$ cat config.mk
export PLATFORM = sky130hd
export DESIGN_NAME = hazard_controller
export DESIGN_NICKNAME = d
export VERILOG_FILES = /design/src/rtl/pipeline_pkg.sv /design/src/rtl/hazard_scoreboard.sv /design/src/rtl/hazard_controller.sv
export SDC_FILE = /design/constraint.sdc
export NUM_CORES = 1
export LEC_CHECK = 0
export ABC_CLOCK_PERIOD_IN_PS = 2950
export BUFFER_PORTS_ARGS = -buffer_cell sky130_fd_sc_hd__buf_4
export CAP_MARGIN = 20
export CELL_PAD_IN_SITES_DETAIL_PLACEMENT = 1
export CELL_PAD_IN_SITES_GLOBAL_PLACEMENT = 1
export CORE_ASPECT_RATIO = 0.9
export CORE_MARGIN = 8
export CORE_UTILIZATION = 41
export DETAILED_ROUTE_END_ITERATION = 10
export GPL_TIMING_DRIVEN = 0
export PLACE_DENSITY = 0.83
export SLEW_MARGIN = 20
export SYNTH_ARGS = -nofsm -noshare
export SYNTH_HDL_FRONTEND = slang
export SYNTH_SLANG_ARGS = --single-unit
$ cat constraint.sdc
create_clock -name clock -period 2.95 [get_ports clock]
set_input_delay 0.4425 -clock clock [delete_from_list [all_inputs] [get_ports clock]]
set_output_delay 0.4425 -clock clock [all_outputs]
set_load 0.1 [all_outputs]
$ cat src/rtl/pipeline_pkg.sv
// rtl/pipeline_pkg.sv - shared decode-pipeline types and constants
package pipeline_pkg;

  typedef enum logic [1:0] {
    HZ_RUN   = 2'd0,
    HZ_STALL = 2'd1,
    HZ_FLUSH = 2'd2
  } hazard_state_t;

  localparam int REG_PC = 15;

endpackage

$ cat src/rtl/hazard_scoreboard.sv
// rtl/hazard_scoreboard.sv - pending-write scoreboard with rs1/rs2/rd lookup
module hazard_scoreboard
  import pipeline_pkg::*;
#(
  parameter int REGNUM       = 16,
  parameter int ADDRESSWIDTH = 4,
  parameter int PCREG        = REG_PC
) (
  input  logic                    clock,
  input  logic                    reset,
  input  logic                    setEnable,
  input  logic [ADDRESSWIDTH-1:0] setAddress,
  input  logic                    clearEnable,
  input  logic [ADDRESSWIDTH-1:0] clearAddress,
  input  logic [ADDRESSWIDTH-1:0] rs1,
  input  logic [ADDRESSWIDTH-1:0] rs2,
  input  logic [ADDRESSWIDTH-1:0] rd,
  output logic                    pendingRs1,
  output logic                    pendingRs2,
  output logic                    pendingRd
);

  localparam logic [ADDRESSWIDTH-1:0] PC_ADDR = ADDRESSWIDTH'(PCREG);

  logic [REGNUM-1:0] pending;

  // Set is applied after clear so a younger writer keeps the register busy.
  always_ff @(posedge clock) begin
    if (reset) begin
      pending <= '0;
    end else begin
      if (clearEnable && clearAddress != PC_ADDR)
        pending[clearAddress] <= 1'b0;
      if (setEnable && setAddress != PC_ADDR)
        pending[setAddress] <= 1'b1;
    end
  end

  // The PC is read from its own path, so it never reports busy.
  assign pendingRs1 = pending[rs1] & (rs1 != PC_ADDR);
  assign pendingRs2 = pending[rs2] & (rs2 != PC_ADDR);
  assign pendingRd  = pending[rd]  & (rd  != PC_ADDR);

endmodule

$ cat src/rtl/hazard_controller.sv
// rtl/hazard_controller.sv - decode interlock and branch flush sequencer
// Optional stall statistics counter enabled by HAZARD_STATS_EN.
module hazard_controller
  import pipeline_pkg::*;
#(
  parameter int REGNUM       = 16,
  parameter int ADDRESSWIDTH = 4,
  parameter int PCREG        = REG_PC,
  parameter int FLUSHCYCLES  = 2
) (
  input  logic                    clock,
  input  logic                    reset,
  input  logic                    decodeValid,
  input  logic [ADDRESSWIDTH-1:0] rs1,
  input  logic [ADDRESSWIDTH-1:0] rs2,
  input  logic [ADDRESSWIDTH-1:0] rd,
  input  logic                    usesRs1,
  input  logic                    usesRs2,
  input  logic                    writesRd,
  input  logic                    wbEnable,
  input  logic [ADDRESSWIDTH-1:0] wbAddress,
  input  logic                    branchTaken,
  output logic                    stallFetch,
  output logic                    stallDecode,
  output logic                    flushDecode,
  output logic                    flushExecute,
  output logic                    issue
`ifdef HAZARD_STATS_EN
  ,
  output logic [15:0]             stallCycles
`endif
);

  localparam logic [2:0] FLUSH_INIT = 3'(FLUSHCYCLES);

  hazard_state_t state, state_next;
  logic [2:0]    flush_cnt, flush_cnt_next;
  logic          pend_rs1, pend_rs2, pend_rd;
  logic          hazard;

  hazard_scoreboard #(
    .REGNUM       (REGNUM),
    .ADDRESSWIDTH (ADDRESSWIDTH),
    .PCREG        (PCREG)
  ) u_scoreboard (
    .clock        (clock),
    .reset        (reset),
    .setEnable    (issue & writesRd),
    .setAddress   (rd),
    .clearEnable  (wbEnable),
    .clearAddress (wbAddress),
    .rs1          (rs1),
    .rs2          (rs2),
    .rd           (rd),
    .pendingRs1   (pend_rs1),
    .pendingRs2   (pend_rs2),
    .pendingRd    (pend_rd)
  );

  assign hazard = decodeValid &
                  ((usesRs1 & pend_rs1) | (usesRs2 & pend_rs2) | (writesRd & pend_rd));

  always_comb begin
    stallFetch     = 1'b0;
    stallDecode    = 1'b0;
    flushDecode    = 1'b0;
    flushExecute   = 1'b0;
    issue          = 1'b0;
    state_next     = state;
    flush_cnt_next = flush_cnt;
    case (state)
      HZ_FLUSH: begin
        flushDecode  = 1'b1;
        flushExecute = 1'b1;
        if (flush_cnt <= 3'd1) begin
          state_next     = HZ_RUN;
          flush_cnt_next = 3'd0;
        end else begin
          flush_cnt_next = flush_cnt - 3'd1;
        end
      end
      // RUN and STALL share outputs; STALL releases and issues in the same cycle.
      default: begin
        stallFetch   = hazard;
        stallDecode  = hazard;
        flushExecute = hazard;
        issue        = decodeValid & ~hazard;
        state_next   = hazard ? HZ_STALL : HZ_RUN;
      end
    endcase
    if (branchTaken) begin
      state_next     = HZ_FLUSH;
      flush_cnt_next = FLUSH_INIT;
    end
  end

  always_ff @(posedge clock) begin
    if (reset) begin
      state     <= HZ_RUN;
      flush_cnt <= 3'd0;
    end else begin
      state     <= state_next;
      flush_cnt <= flush_cnt_next;
    end
  end

`ifdef HAZARD_STATS_EN
  always_ff @(posedge clock) begin
    if (reset)
      stallCycles <= 16'd0;
    else if (stallDecode && stallCycles != 16'hFFFF)
      stallCycles <= stallCycles + 16'd1;
  end
`endif

endmodule

# Word level (Yosys, flattened, before mapping)
# Index checks and enable logic that the tools add are counted.
totals:
  regBits: 21
  inputBits: 24
  output_inout_bits: 5
  word_cells: 65
classes:
  add_sub_neg: 1
  order_cmp: 7
  n_eq_ne: 7
  n_mux: 24
  n_bitwise: 15
  n_reduce_logical: 6
op_table:
  columns: ["operator", "n"]
  rows:
  - ["16-bit 2-to-1 mux", 3]
  - ["4-bit by 5-bit less-than comparator with 1-bit output, second input constant", 4]
  - ["16-bit AND", 1]
  - ["4-bit != test, second input constant", 4]
  - ["16-bit NOT", 1]
  - ["16-bit OR", 1]
  - ["1-bit binary-select mux with 4-bit select", 3]
  - ["1-bit 2-to-1 mux", 10]
  - ["2-bit 2-to-1 mux", 5]
  - ["1-bit AND", 9]
  - ["1-bit demux with 4-bit select", 2]
  - ["4-bit by 1-bit >= comparator with 1-bit output, second input constant", 2]
  - ["1-bit logical AND", 4]
  - ["3-bit by 1-bit <= comparator with 1-bit output, second input constant", 1]
  - ["3-bit 2-to-1 mux", 1]
  - ["3-bit != test, second input constant", 1]
  - ["3-bit by 1-bit subtractor with 3-bit output, second input constant", 1]
  - ["2-bit == test, second input constant", 1]
  - ["2-bit != test, second input constant", 1]
  - ["1-bit OR", 2]
  - ["2-bit nonzero test", 1]
  - ["2-bit OR reduction", 1]
  - ["1-bit NOT", 1]

# Depth between registers and ports, before layout
# Gate-level depths: netlist of run 1.
logic_depth:
  word_depth: 13
  depth_mapped: 8
  ltp_nobuf: 7

# Cells and area by module
# From an unflattened synthesis of run 1, not the netlist that was laid out.
unflattened:
  cells_unflattened: 143
  hier_area_um2: 1278.7
by_module_without_submodules:
  columns: ["module", "instances", "cells_per_inst", "area_each_um2", "seq_area_each_um2"]
  rows:
  - ["hazard_scoreboard", 1, 109, 999.7, 300.3]
  - ["hazard_controller", 1, 34, 279.0, 100.1]

# Worst setup path before layout of run 1
# No wires, ideal clock.
synth_timing:
  path_type: "in2out"
  startpoint: "input rs1[1]"
  endpoint: "output issue"
  arrival_time_ps: 3021
  t_required_ps: 2508
  slack_ps: -514
  cell_stages: 7
  n_path_buf: 2
  cell_sequence: "clkbuf_1 > mux2_2 > o311a_1 > a31oi_1 > nand2_2 > buf_6 > nor3_2"
synth_via:
  elab_chain_cells: 10
  elab_cells_between_ends: 11
  cone_classes: "eq/ne: 1; mux: 3; bitwise: 7"
synth_rtl:
  columns: ["element", "line_no", "text"]
  rows:
  - ["start, declared", "hazard_controller.sv:14", "input logic [ADDRESSWIDTH-1:0] rs1,"]
  - ["1-bit binary-select mux with 4-bit select", "hazard_scoreboard.sv:40", "assign pendingRs1 = pending[rs1] & (rs1 != PC_ADDR);"]
  - ["1-bit 2-to-1 mux (implied by the code)", "hazard_scoreboard.sv:40", null]
  - ["1-bit AND *", "hazard_scoreboard.sv:40", null]
  - ["1-bit AND *", "hazard_controller.sv:61", "((usesRs1 & pend_rs1) | (usesRs2 & pend_rs2) | (writesRd & pend_rd));"]
  - ["1-bit OR * (2 in series)", "hazard_controller.sv:61", null]
  - ["1-bit AND *", "hazard_controller.sv:60", "assign hazard = decodeValid &"]
  - ["1-bit NOT *", "hazard_controller.sv:87", "issue = decodeValid & ~hazard;"]
  - ["1-bit AND *", "hazard_controller.sv:87", null]
  - ["1-bit 2-to-1 mux *", "hazard_controller.sv:71", "case (state)"]
  - ["end, declared", "hazard_controller.sv:27", "output logic issue"]
# Every way passes the cells marked *; elsewhere a longest branch is shown, timed or not. The select of a mux whose other input is x is not followed.

# Worst setup path after layout of run 1
layout_timing:
  startpoint: "register u_scoreboard.pending[0]"
  endpoint: "output issue"
layout_via:
  elab_chain_cells: 10
  elab_cells_between_ends: 18
  cone_classes: "mux: 7; bitwise: 11"
layout_rtl:
  columns: ["element", "line_no", "text"]
  rows:
  - ["start, declared", "hazard_scoreboard.sv:25", "logic [REGNUM-1:0] pending;"]
  - ["start signal, assigned", "hazard_scoreboard.sv:30", "pending <= '0;"]
  - ["start signal, assigned by index", "hazard_scoreboard.sv:33", "pending[clearAddress] <= 1'b0;"]
  - ["start signal, assigned by index", "hazard_scoreboard.sv:35", "pending[setAddress] <= 1'b1;"]
  - ["1-bit binary-select mux with 4-bit select (on tied branches)", "hazard_scoreboard.sv:40, hazard_scoreboard.sv:41", null]
  - ["1-bit 2-to-1 mux (on tied branches)", "hazard_scoreboard.sv:40, hazard_scoreboard.sv:41", null]
  - ["1-bit AND (on tied branches)", "hazard_scoreboard.sv:40, hazard_scoreboard.sv:41", null]
  - ["1-bit AND", "hazard_controller.sv:61", null]
  - ["1-bit OR", "hazard_controller.sv:61", null]
  - ["1-bit OR *", "hazard_controller.sv:61", null]
  - ["1-bit AND *", "hazard_controller.sv:60", null]
  - ["1-bit NOT *", "hazard_controller.sv:87", null]
  - ["1-bit AND *", "hazard_controller.sv:87", null]
  - ["1-bit 2-to-1 mux *", "hazard_controller.sv:71", null]
# Marked as above.

==> qor.txt, run 1 <==
status -> complete, no violations
CP required -> 2.51 ns
later-pin clock latency in the skew report -> 0.27 ns
first-pass GRT wire length -> 8148 um
GRT Total Usage -> 17.79%
root buf cell -> clkbuf_8
wire length per cell -> 20.86 um
Ports -> 29
Startpoint Class -> flip-flop
drt first pass iters -> 4
Pwr per Cell Area -> 357.8 nW/um^2
max_cap viols -> 0
post-CTS setup buffer count -> 0
min-delay src -> branchTaken
Hold Worst Slack -> 0.3801 ns
die height -> 73.53 um
share of layout cells above drive strength 1 -> 27.32%
total power -> 0.6518 mW
Syn Nets -> 192
setup TNS -> 0 ns
Slowest-stage cell, CP -> mux4_2
depth of the worst hold-timing path -> 2
synth unique cells -> 44
CP max stage delay -> 0.47 ns
max-slew violation count -> 0
hold-fix buffer count after cts -> 0
Crit Path Max Fanout -> 10
Worst R2R Setup Slack -> 0.96 ns
leading area contributor after synthesis -> dfxtp_1
die span in x -> 79.92 um
Post-Syn Instances -> 166
Tcrit/Tclk final -> 98.11%
Min Clock Period, post-route -> 2.894 ns
fin cells -> 240
gr ovfl total -> 0
Hold Path Sink -> flush_cnt[0]
Rows -> 21
area share of the largest cell type after synthesis -> 27.88%
initial antenna violation count -> 0
Static Leak -> 0.6923 nW
# resized after CTS -> 2
Clock transition at path regs -> 0.08 ns
die area -> 5877 um^2
Syn Area/Cell -> 9.083 um^2
RSZ-0062 raised after global routing -> yes
#FFs+latches synth -> 21
endpoints failing hold -> 0
Crit. End Element -> output pin
final antenna-violating net count -> 0
Initial Util -> 41.58%
synth top area cells -> dfxtp_1 (28%), mux4_2 (10%), mux2i_1 (7.3%)
placer congestion estimate -> 0.8500
DRT iter0 DRCs -> 65
Nets -> 221
Hold WC Path Type -> input port to flip-flop
CTS tree -> built
largest net degree at the start of global routing -> 13
Final Cell Area -> 1822 um^2
# placed instances -> 236
CTS H-tree depth -> 1
FF-to-FF Start -> u_scoreboard.pending[0]
critical path type -> flip-flop to output pin
clk_skew -> 0.01231 ns
number of global-route vias before repair -> 1626
CTS buffer count -> 3
FF-to-FF path depth -> 6
crit-path cells -> mux4_2 -> a32o_1 -> a41oi_2 -> nand2_2 -> buf_6 -> nor3_4 -> buf_8
Sink Count -> 21
setup violators final -> 0
asr flop ratio synth -> 0%
maximum root-to-sink buffer count -> 2
Cell Area, Synth -> 1508 um^2
I/O Buffers -> 24
number of flops mapped to enable cells by yosys -> 0
routed wire length -> 5006 um
CORE AREA -> 3626 um^2
Rel. slew slack -> 63.03%
Ys Warns -> 0
Reg-to-Reg End -> u_scoreboard.pending[5]
Diodes inserted -> 0
Post-synth top flop -> dfxtp_1
HPWL after detailed placement -> 4041 um
worst slew pin tran -> 0.5533 ns
P&R area growth vs syn -> 20.83%
peak supply drop -> 226.3 uV
number of remaining DRC errors -> 0
Via Count -> 1488
FMAX -> 345.5 MHz
Seq/Total Area, Yosys -> 27.88%
Placed Area -> 1758 um^2
routed vias/inst -> 6.200
Arr. time, crit path -> 2.45 ns
## cells in the mapped netlist, drive strengths merged (2+ instances only)
| library cell | number |
|---|---|
| dfxtp | 21 |
| nor2 | 8 |
| buf | 5 |
| a21oi | 3 |
| mux2i | 11 |
| a32o | 2 |
| o311ai | 3 |
| nand2 | 8 |
| nor2b | 5 |
| o211ai | 9 |
| nand3b | 3 |
| nand3 | 8 |
| mux4 | 7 |
| ha | 2 |
| mux2 | 2 |
| nand2b | 4 |
| and2 | 2 |
| nor3 | 3 |
| nor3b | 3 |
| clkbuf | 6 |
| o21ai | 13 |
| inv | 8 |
| o41ai | 2 |
| o21ba | 2 |
| nand4 | 13 |
## worst max-delay path by stage
stage,from,to,slack (ns)
after floorplan,rs1[1],issue,-0.10
after global placement,rs1[1],issue,-0.03
after detailed placement,rs1[1],issue,-0.08
after CTS,u_scoreboard.pending[7],issue,0.03
after global routing,u_scoreboard.pending[0],issue,-0.01
final,u_scoreboard.pending[0],issue,0.06
## sequential cells by signal, summed over array words and instances (netlist names)
name	flops
state	2
flush_cnt	3
u_scoreboard.pending	16
## area by class of cell
type	instances	area, um^2
Fill cell	437	1804
Multi-Input combinational cell	126	1002
Sequential cell	21	420.4
Timing Repair Buffer	24	187.7
Buffer	11	77.57
Tap cell	46	57.56
Clock buffer	3	41.29
Inverter	8	30.03
Clock inverter	1	5.005
## routing by layer
| layer | track usage (%) | share of wire [%] | vias up |
|---|---|---|---|
| li1 | - | - | 702 |
| met1 | 20.16 | 41 | 734 |
| met2 | 32.11 | 53 | 44 |
| met3 | 3.178 | 4.0 | 8 |
| met4 | 6.653 | 1.8 | 0 |
| met5 | 0 | 0 | - |
## cells in the final DEF (no fill, tap or decap), drive strengths merged, types with 8 or more instances in the layout
cell / synthesis / final
buf: 5 / 29
inv: 8 / 8
nand4: 13 / 13
o211ai: 9 / 9
nor2: 8 / 8
clkbuf: 6 / 9
mux2i: 11 / 11
nand3: 8 / 8
dfxtp: 21 / 21
nand2: 8 / 8
o21ai: 13 / 13
## power by group
group / total (mW) / switching (mW) / internal, mW / leakage (nW)
logic: 0.165 / 0.104 / 0.0607 / 0.497
registers: 0.292 / 0.00383 / 0.288 / 0.170
clock network: 0.195 / 0.100 / 0.0944 / 0.0255
## worst max-delay path: cells and delay by family (launching register included)
family                 cells  cell delay, ns
AOI/OAI and AO/OA          2            0.54
buffers and inverters      2            0.41
DFF                        1            0.36
muxes                      1            0.47
and+or+nand+nor            2            0.39
## cells by family after synthesis
logic type / share of synthesized area (%)
compound gates: 21.16
fa+ha+maj: 1.659
buf+inv: 6.970
flops: 27.88
mux: 19.25
simple gates: 23.07
## stage by stage
stage	setup WS, ns	util (%)
final	0.05567	50.24
after global placement	-0.02562	48.48
after CTS	0.03338	49.90
after floorplan	-0.1022	-
after detailed placement	-0.08234	48.48
after global routing	-0.009754	50.24
Power figures use the tool's default switching activity.
==> inputs of run 2 (changes only) <==
--- a/config.mk
+++ b/config.mk
@@ -16,6 +16,7 @@
 export DETAILED_ROUTE_END_ITERATION = 10
 export GPL_TIMING_DRIVEN = 0
 export PLACE_DENSITY = 0.83
+export REMOVE_ABC_BUFFERS = 1
 export SLEW_MARGIN = 20
 export SYNTH_ARGS = -nofsm -noshare
 export SYNTH_HDL_FRONTEND = slang
==> run 2 against run 1 <==
Sequential cell count unchanged. Routed wire length decreased by 2.0%. Global-route usage decreased by 0.31 points. Largest cell class unchanged.
==> qor.txt, run 2 (same netlist as run 1, synthesis figures left out) <==
depth of the worst hold-timing path -> 2
routed vias/inst -> 6.378
Pwr per Cell Area -> 369.7 nW/um^2
Fillers -> 444
most frequent cells in the layout -> buf_4 (28), dfxtp_1 (21), nand4_1 (13), mux2i_1 (11), o211ai_1 (9)
die height -> 73.53 um
Worst R2R Setup Slack -> 0.97 ns
Arr. time, crit path -> 2.45 ns
hold-fix buffer count after cts -> 0
Via Count -> 1486
max_cap viols -> 0
Initial Util -> 41.58%
root buf cell -> clkbuf_8
Hold WC Path Type -> input port to flip-flop
RSZ-0062 raised after global routing -> no
CP required -> 2.51 ns
die span in x -> 79.92 um
Static Leak -> 0.6664 nW
largest registers -> u_scoreboard.pending: 16 flops, flush_cnt: 3 flops, state: 2 flops
CORE AREA -> 3626 um^2
drt first pass iters -> 4
setup violators final -> 0
Crit. End Element -> output pin
Clock transition at path regs -> 0.09 ns
CTS H-tree depth -> 1
Ports -> 29
CTS tree -> built
GRT Total Usage -> 17.48%
Multi-input gate area -> 987.2 um^2
I/O Buffers -> 28
number of remaining DRC errors -> 0
gr ovfl total -> 0
CP max stage delay -> 0.50 ns
status -> complete, no violations
# resized after CTS -> 0
Rel. slew slack -> 66.38%
max reg flops -> 16
peak supply drop -> 143.4 uV
number of global-route vias before repair -> 1610
share of layout cells above drive strength 1 -> 25.67%
maximum root-to-sink buffer count -> 2
Crit Path Max Fanout -> 17
post-CTS setup buffer count -> 0
fin util -> 48.31%
largest net degree at the start of global routing -> 18
Min Clock Period, post-route -> 2.890 ns
worst slew pin tran -> 0.5033 ns
P&R area growth vs syn -> 16.18%
first-pass GRT wire length -> 8086 um
HPWL after detailed placement -> 3836 um
FF+latch area -> 420.4 um^2
CTS buffer count -> 3
placer congestion estimate -> 0.9023
routed wire length -> 4905 um
Top reg by flops -> u_scoreboard.pending
Placed Area -> 1700 um^2
clk_skew -> 0.007878 ns
max-slew violation count -> 0
endpoints failing hold -> 0
Startpoint Class -> flip-flop
Final Cell Area -> 1752 um^2
wire length per cell -> 21.05 um
FMAX -> 346.0 MHz
Slowest-stage cell, CP -> mux4_2
Rows -> 21
FF-to-FF path depth -> 5
Tcrit/Tclk final -> 97.98%
most common cell after layout, fill and taps aside -> buf_4
Sink Count -> 21
final antenna-violating net count -> 0
Nets -> 214
initial antenna violation count -> 0
crit-path cells -> mux4_2 -> a32o_1 -> a31oi_1 -> nand2_4 -> a211o_1 -> buf_4
die area -> 5877 um^2
later-pin clock latency in the skew report -> 0.27 ns
Diodes inserted -> 0
DRT iter0 DRCs -> 93
critical path type -> flip-flop to output pin
-- run 2: critical path, delay by kind of cell (launching register included) --
kind | cells | cell delay, ns
AO/OA/AOI/OAI | 3 | 0.88
buffers and inverters | 1 | 0.23
flip-flops | 1 | 0.35
AND/OR/NAND/NOR | 1 | 0.21
multiplexers | 1 | 0.50
-- run 2: through the flow --
step	hold slack (ns)	cells	power (mW)	setup slack, ns	setup TNS [ns]
3_5_place_dp	0.4683	229	0.4524	0.06719	0
3_3_place_gp	0.4615	229	0.4437	0.09170	0
4_1_cts	0.3619	233	0.6430	0.04694	0
5_1_grt	0.3636	233	0.6666	0.001660	0
6_report	0.3614	233	0.6477	0.05969	0
2_1_floorplan	0.4378	155	0.3832	-0.2997	-0.2997
-- run 2: final timing paths --
check	start	end
hold / removal	branchTaken	flush_cnt[2]
setup / recovery	u_scoreboard.pending[3]	flushExecute
hold reg to reg	u_scoreboard.pending[15]	u_scoreboard.pending[15]
setup reg to reg	u_scoreboard.pending[3]	state[0]
-- run 2: area by class of cell --
cell class | count | share of cell area, %
multi-input combinational | 126 | 56.36
inverter | 8 | 1.714
clock buffer | 3 | 2.357
tap | 46 | 3.286
clock inverter | 1 | 0.2857
timing repair buffer | 28 | 12.00
sequential | 21 | 24.00
-- run 2: metal layers --
metal  part of all wire [%]  vias up  global-route usage, %
met4                    2.4        0                  8.669
met1                     42      719                  20.80
met5                      0        -                      0
met3                    6.3       11                  2.689
met2                     49       61                  29.69
li1                       -      695                      -
-- run 2: report_power, final --
part	internal [mW]	total [mW]	switching, mW	leakage, nW
logic	0.0545	0.156	0.101	0.471
registers	0.288	0.292	0.00415	0.170
clock network	0.0945	0.200	0.105	0.0255
total	0.437	0.648	0.211	0.666
